$ cat config.mk
export PLATFORM = sky130hd
export DESIGN_NAME = mem_access_unit
export DESIGN_NICKNAME = d
export VERILOG_FILES = /design/src/rtl/mem_access_unit.sv
export SDC_FILE = /design/constraint.sdc
export NUM_CORES = 1
export LEC_CHECK = 0
export ABC_CLOCK_PERIOD_IN_PS = 4600
export BUFFER_PORTS_ARGS = -buffer_cell sky130_fd_sc_hd__buf_4
export CAP_MARGIN = 10
export CORE_ASPECT_RATIO = 2
export CORE_MARGIN = 3
export CORE_UTILIZATION = 35
export DETAILED_ROUTE_END_ITERATION = 10
export HOLD_SLACK_MARGIN = 0.1
export RECOVER_POWER = 25
export SLEW_MARGIN = 0
export SYNTH_ARGS = -nofsm -noshare
export SYNTH_HDL_FRONTEND = slang
export SYNTH_SLANG_ARGS = --single-unit
$ cat constraint.sdc
create_clock -name clk -period 4.6 [get_ports clk]
set_input_delay 0.69 -clock clk [delete_from_list [all_inputs] [get_ports clk]]
set_output_delay 0.69 -clock clk [all_outputs]
set_load 0.01 [all_outputs]
$ cat src/rtl/mem_access_unit.sv
// Load/store stage: passes EX results through, or runs one aligned big-endian bus access at a time.
// States: IDLE | accepting EX results ; BUSY | bus access outstanding. Optional bus timeout: MEM_TIMEOUT_EN.
module mem_access_unit #(
    parameter int ADDR_W     = 32,
    parameter int REG_ADDR_W = 5,
    parameter int TIMEOUT    = 255
) (
    input  logic                  clk,
    input  logic                  rst,
    input  logic                  valid_i,
    input  logic [3:0]            mem_op_i,
    input  logic [31:0]           write_data_i,
    input  logic [REG_ADDR_W-1:0] rd_addr_i,
    input  logic                  rd_write_i,
    input  logic [ADDR_W-1:0]     mem_addr_i,
    input  logic [31:0]           mem_wdata_i,
    output logic                  mem_req_o,
    output logic                  mem_we_o,
    output logic [3:0]            mem_be_o,
    output logic [ADDR_W-1:0]     mem_addr_o,
    output logic [31:0]           mem_wdata_o,
    input  logic                  mem_ack_i,
    input  logic [31:0]           mem_rdata_i,
    output logic [31:0]           write_data_o,
    output logic [REG_ADDR_W-1:0] rd_addr_o,
    output logic                  rd_write_o,
    output logic                  out_valid_o,
    output logic                  stall_o,
    output logic                  addr_err_o,
    output logic                  bus_err_o,
    output logic [ADDR_W-1:0]     bad_addr_o
);
    typedef enum logic {IDLE = 1'b0, BUSY = 1'b1} state_t;

    localparam logic [3:0] OP_LB  = 4'd1;
    localparam logic [3:0] OP_LBU = 4'd2;
    localparam logic [3:0] OP_LH  = 4'd3;
    localparam logic [3:0] OP_LHU = 4'd4;
    localparam logic [3:0] OP_LW  = 4'd5;
    localparam logic [3:0] OP_SB  = 4'd6;
    localparam logic [3:0] OP_SH  = 4'd7;
    localparam logic [3:0] OP_SW  = 4'd8;

    state_t                state_q, state_d;
    logic [3:0]            op_q, op_d;
    logic [1:0]            off_q, off_d;
    logic [REG_ADDR_W-1:0] cap_rd_q, cap_rd_d;
    logic                  cap_rdw_q, cap_rdw_d;
    logic                  req_q, req_d, we_q, we_d;
    logic [3:0]            be_q, be_d;
    logic [ADDR_W-1:0]     addr_q, addr_d;
    logic [31:0]           wdata_q, wdata_d;
    logic [31:0]           wb_q, wb_d;
    logic [REG_ADDR_W-1:0] rd_q, rd_d;
    logic                  rdw_q, rdw_d, ov_q, ov_d, aerr_q, aerr_d;
    logic [ADDR_W-1:0]     bad_q, bad_d;

    logic        is_load, is_store, misaligned;
    logic [3:0]  be_new;
    logic [31:0] store_data;
    logic [7:0]  lane8;
    logic [15:0] lane16;
    logic [31:0] load_val;

`ifdef MEM_TIMEOUT_EN
    localparam int CNT_W = $clog2(TIMEOUT + 1);
    logic [CNT_W-1:0] cnt_q, cnt_d;
    logic             berr_q, berr_d;
`endif

    always_comb begin
        is_load    = (mem_op_i >= OP_LB) && (mem_op_i <= OP_LW);
        is_store   = (mem_op_i >= OP_SB) && (mem_op_i <= OP_SW);
        misaligned = 1'b0;
        be_new     = 4'b0000;
        store_data = mem_wdata_i;
        case (mem_op_i)
            OP_LB, OP_LBU, OP_SB: begin
                be_new     = 4'b1000 >> mem_addr_i[1:0];
                store_data = {4{mem_wdata_i[7:0]}};
            end
            OP_LH, OP_LHU, OP_SH: begin
                misaligned = mem_addr_i[0];
                be_new     = mem_addr_i[1] ? 4'b0011 : 4'b1100;
                store_data = {2{mem_wdata_i[15:0]}};
            end
            OP_LW, OP_SW: begin
                misaligned = |mem_addr_i[1:0];
                be_new     = 4'b1111;
            end
            default: ;
        endcase
    end

    // Big-endian lanes: byte offset 0 lives in bits [31:24].
    always_comb begin
        case (off_q)
            2'd0:    lane8 = mem_rdata_i[31:24];
            2'd1:    lane8 = mem_rdata_i[23:16];
            2'd2:    lane8 = mem_rdata_i[15:8];
            default: lane8 = mem_rdata_i[7:0];
        endcase
        lane16 = off_q[1] ? mem_rdata_i[15:0] : mem_rdata_i[31:16];
        case (op_q)
            OP_LB:   load_val = {{24{lane8[7]}}, lane8};
            OP_LBU:  load_val = {24'd0, lane8};
            OP_LH:   load_val = {{16{lane16[15]}}, lane16};
            OP_LHU:  load_val = {16'd0, lane16};
            default: load_val = mem_rdata_i;
        endcase
    end

    always_comb begin
        state_d   = state_q;
        op_d      = op_q;
        off_d     = off_q;
        cap_rd_d  = cap_rd_q;
        cap_rdw_d = cap_rdw_q;
        req_d     = req_q;
        we_d      = we_q;
        be_d      = be_q;
        addr_d    = addr_q;
        wdata_d   = wdata_q;
        wb_d      = wb_q;
        rd_d      = rd_q;
        bad_d     = bad_q;
        rdw_d     = 1'b0;
        ov_d      = 1'b0;
        aerr_d    = 1'b0;
`ifdef MEM_TIMEOUT_EN
        cnt_d     = cnt_q;
        berr_d    = 1'b0;
`endif
        case (state_q)
            IDLE: begin
                if (valid_i) begin
                    if (!is_load && !is_store) begin
                        wb_d  = write_data_i;
                        rd_d  = rd_addr_i;
                        rdw_d = rd_write_i;
                        ov_d  = 1'b1;
                    end else if (misaligned) begin
                        ov_d   = 1'b1;
                        aerr_d = 1'b1;
                        bad_d  = mem_addr_i;
                    end else begin
                        state_d   = BUSY;
                        req_d     = 1'b1;
                        we_d      = is_store;
                        be_d      = be_new;
                        addr_d    = {mem_addr_i[ADDR_W-1:2], 2'b00};
                        wdata_d   = store_data;
                        op_d      = mem_op_i;
                        off_d     = mem_addr_i[1:0];
                        cap_rd_d  = rd_addr_i;
                        cap_rdw_d = rd_write_i;
`ifdef MEM_TIMEOUT_EN
                        cnt_d     = CNT_W'(1);
`endif
                    end
                end
            end
            BUSY: begin
                if (mem_ack_i) begin
                    state_d = IDLE;
                    req_d   = 1'b0;
                    ov_d    = 1'b1;
                    if (!we_q) begin
                        wb_d  = load_val;
                        rd_d  = cap_rd_q;
                        rdw_d = cap_rdw_q;
                    end
`ifdef MEM_TIMEOUT_EN
                    cnt_d = '0;
                end else if (cnt_q == CNT_W'(TIMEOUT)) begin
                    state_d = IDLE;
                    req_d   = 1'b0;
                    ov_d    = 1'b1;
                    berr_d  = 1'b1;
                    bad_d   = {addr_q[ADDR_W-1:2], off_q};
                    cnt_d   = '0;
                end else begin
                    cnt_d = cnt_q + CNT_W'(1);
`endif
                end
            end
        endcase
    end

    always_ff @(posedge clk) begin
        if (rst) begin
            state_q   <= IDLE;
            op_q      <= '0;
            off_q     <= '0;
            cap_rd_q  <= '0;
            cap_rdw_q <= 1'b0;
            req_q     <= 1'b0;
            we_q      <= 1'b0;
            be_q      <= '0;
            addr_q    <= '0;
            wdata_q   <= '0;
            wb_q      <= '0;
            rd_q      <= '0;
            rdw_q     <= 1'b0;
            ov_q      <= 1'b0;
            aerr_q    <= 1'b0;
            bad_q     <= '0;
`ifdef MEM_TIMEOUT_EN
            cnt_q     <= '0;
            berr_q    <= 1'b0;
`endif
        end else begin
            state_q   <= state_d;
            op_q      <= op_d;
            off_q     <= off_d;
            cap_rd_q  <= cap_rd_d;
            cap_rdw_q <= cap_rdw_d;
            req_q     <= req_d;
            we_q      <= we_d;
            be_q      <= be_d;
            addr_q    <= addr_d;
            wdata_q   <= wdata_d;
            wb_q      <= wb_d;
            rd_q      <= rd_d;
            rdw_q     <= rdw_d;
            ov_q      <= ov_d;
            aerr_q    <= aerr_d;
            bad_q     <= bad_d;
`ifdef MEM_TIMEOUT_EN
            cnt_q     <= cnt_d;
            berr_q    <= berr_d;
`endif
        end
    end

    assign mem_req_o    = req_q;
    assign mem_we_o     = we_q;
    assign mem_be_o     = be_q;
    assign mem_addr_o   = addr_q;
    assign mem_wdata_o  = wdata_q;
    assign write_data_o = wb_q;
    assign rd_addr_o    = rd_q;
    assign rd_write_o   = rdw_q;
    assign out_valid_o  = ov_q;
    assign stall_o      = (state_q == BUSY);
    assign addr_err_o   = aerr_q;
    assign bad_addr_o   = bad_q;
`ifdef MEM_TIMEOUT_EN
    assign bus_err_o    = berr_q;
`else
    assign bus_err_o    = 1'b0;
`endif

endmodule

==> results.md <==
- Synth Cell Area: 0.006853 mm2
- Area Overhead vs Synth: 37.39%
- Status: finished clean
- Initial antenna violation count: 0
- Vias: 6622
- Die Ht: 203.9 um
- Avg Inst Size Synth: 8.685 um2
- Post-route clock skew: 0.01124 ns
- Sequential area share after synthesis: 0.4470
- Fin. Hold Viols: 0
- Clk root buf: clkbuf_16
- Area leader, netlist: dfxtp_1
- First-pass GRT wire length: 36550 um
- Adder-cell area share of the yosys netlist: 0.001461
- CP required: 4.91 ns
- R2r startpoint: off_q[1]
- RR Endpoint: write_data_o[12]
- Hold_sp: mem_addr_o[28]
- CTS Hold Buffers Added: 0
- CTS tree: done
- Crit path launch type: input port
- Cell family with the largest share of critical-path delay: compound AO/OA/AOI/OAI gates
- CP bufs+invs: 3
- CP max stage delay: 0.58 ns
- CTS sink cnt: 153
- Sink of the worst hold path: mem_addr_o[28]
- Post-detail-place hpwl: 17380 um
- Leak: 3.826 nW
- Die area: 0.02140 mm2
- Multiplexer share of the synthesized area: 0.09659
- Worst R2R Path Depth: 6
- Grt ovf: 0
- Max cap viols: 0
- Most common cell on crit path: buf_4
- Fmax: 378.5 MHz
- Final setup violation count: 0
- FP Rows: 71
- Worst-Skew Late Latency: 0.42 ns
- GR Util All Layers: 0.2155
- Max IR drop VDD: 262.4 uV
- Hold crit path type: reg2reg
- Setup Crit Path Kind: in2reg
- RSZ-0062 raised after global routing: no
- Min Clock Period, post-route: 2.642 ns
- Synth Area in Simple Gates: 0.1570
- Dpl ws: 1.549 ns
- Final Max Slew Viols: 0
- Worst path cell trace: buf_4, nor3_2, xnor2_2, buf_4, o21a_1, buf_4, nor2_1, a311oi_1
- Routed Antenna Nets: 0
- #FFs+latches synth: 153
- Synth Flop Type: dfxtp_1
- Routed wire length: 23190 um
- Flop2flop setup slack: 1.96 ns
- Gpl congestion: 0.7973
- Fin worst setup slack: 1.958 ns
- Post-route DRC: 0
- Detail-routed net length per standard cell: 17.81 um
- Final nets: 1176
- Number of synthesized flops with an enable pin: 0
- Total CTS buffers: 17
- Slowest-stage cell, CP: o21a_1
- Compound-cell area share of the yosys netlist: 0.2385
- Rel. slew slack: 0.2462
- Ratio of cells with drive above 1 in the final layout: 0.2607
- Worst Path Arrival: 2.95 ns
- Critical Path Source: mem_op_i[0]
- Gate Count Post-Synth: 789
- 1st-pass router iterations: 5
- Ys Warns: 0
- Post-synth top area share: 0.4470
- Via density: 5.086
- Largest net degree at the start of global routing: 104
- Power Total: 0.003589 W
- Largest family of logic cells by synthesized area: compound AO/OA/AOI/OAI gates
- Drt first-iter violations: 242
- PD cells: 381.2 mW/mm2
- Synth area leaders: dfxtp_1 (45%), mux2i_1 (8.2%), nand2_1 (6.7%), nor2_1 (4.9%), a21oi_1 (4.7%)
- Total Neg Setup Slack: 0 ns
- Crit path capture type: flip-flop
- Die X-Extent: 104.9 um
- # Post-CTS Setup Buffers: 0
- Core footprint: 0.01901 mm2
- Slew @ Worst Pin: 1.131 ns
- Hold Path Depth: 2
- Htree depth: 4
- Synth async-reset ratio: 0
- # IOs: 286
- N_diodes: 0
- CTS clk-pin slew, worst paths: 0.06 ns
- CTS-repair resized insts: 0
- Hold_ws: 0.4514 ns
- Final period util: 0.5744
- XOR/XNOR Fraction of Synth Area: 0.006208
- Yosys cell types: 53
- Port buffer count: 282
- Initial Util: 0.3605
- Critical path fanouts, max: 27
- Clk buf depth: 2
- Vias in the first global route: 6819
==> cells by family (layout without fill, tap and decap cells) <==
family | Yosys count | after routing
other | 1 | 3
muxes | 65 | 65
and+or+nand+nor | 254 | 254
adders and majority gates | 1 | 1
buffers and inverters | 81 | 337
DFF | 153 | 153
AOI/OAI and AO/OA | 230 | 230
xor gates and xnor gates | 4 | 4
==> metrics by stage <==
stage / instance area [um2] / util / instances
after floorplan: 6860 / - / 791
after global placement: 9077 / 0.4775 / 1270
after detailed placement: 9077 / 0.4775 / 1270
after CTS: 9689 / 0.5097 / 1302
after global routing: 9415 / 0.4953 / 1302
final: 9415 / 0.4953 / 1302
==> worst max path at each step <==
stage	slack, ns	cells after the start	endpoint
final	1.96	8	write_data_o[12]
after global routing	1.75	6	write_data_o[12]
after detailed placement	1.55	8	write_data_o[12]
after CTS	1.88	6	write_data_o[12]
after global placement	1.63	8	write_data_o[11]
after floorplan	2.10	7	bad_addr_o[3]
==> synth_stat cells, types with 4 or more instances <==
cell / n
buf_4: 4
mux2i_1: 56
o21ai_0: 19
nand2b_1: 11
a22oi_1: 8
a31oi_1: 8
a31o_2: 4
inv_1: 10
o31ai_1: 8
clkbuf_1: 45
nor2b_1: 7
nand2_1: 123
o22ai_1: 4
a211oi_1: 13
a32o_1: 17
mux2_2: 9
a21oi_1: 64
a311oi_1: 24
buf_2: 16
nor2_1: 89
dfxtp_1: 153
o221ai_1: 14
a21o_1: 33
nor3_1: 4
==> layout by cell type (no fill, tap or decap), types with 3 or more instances in the layout <==
cell type  instances
a311oi_1          24
a21o_1            33
conb_1             3
nand2_1          123
o21a_1             3
a31oi_1            8
o21bai_1           3
nor3_1             3
o22ai_1            4
a211oi_1          13
a22oi_1            8
mux2i_1           56
o21ai_0           19
nand2b_1          11
o31ai_1            8
a32o_1            17
buf_4            222
clkbuf_16         17
nand3b_1           3
clkbuf_1          77
mux2_2             9
a31o_2             4
bufinv_16          4
dfxtp_1          153
a21oi_1           64
nor2b_1            7
nand3_1            3
nor2_1            89
inv_1             10
o221ai_1          14
==> flip-flops by register name, summed over array words and instances (netlist names), 2 cells and up <==
signal	flops
cap_rd_q	5
rd_addr_o	5
bad_addr_o	32
mem_wdata_o	32
off_q	2
mem_be_o	4
write_data_o	32
mem_addr_o	30
op_q	4
==> worst register-to-register path, cell delays in order (launching register included) <==
cell	delay [ns]
dfxtp_1	0.32
buf_4	0.27
mux2i_1	0.21
mux2_2	0.30
o31ai_1	0.81
o221ai_1	0.29
a311oi_1	0.34
==> power by group <==
group	internal, W	leakage (nW)	total (W)	switching [W]
combinational	0.000293	2.28	0.000653	0.000360
clock	0.000910	0.292	0.00147	0.000559
sequential	0.00142	1.25	0.00147	0.0000532
total	0.00262	3.83	0.00359	0.000972
==> layer usage <==
metal / track usage / wire [um]
met5: 0 / 0
met1: 0.2118 / 7908
met3: 0.05280 / 1310
met2: 0.4138 / 13080
met4: 0.1032 / 896
==> final cells by class <==
class	count	area, um2
Fill cell	2004	9595
Timing Repair Buffer	295	1941
Multi-Input combinational cell	557	3443
Tap cell	255	319.1
Clock inverter	11	171.4
Sequential cell	153	3063
Clock buffer	21	440.4
Inverter	10	37.54
(Power assumes the default switching activity.)
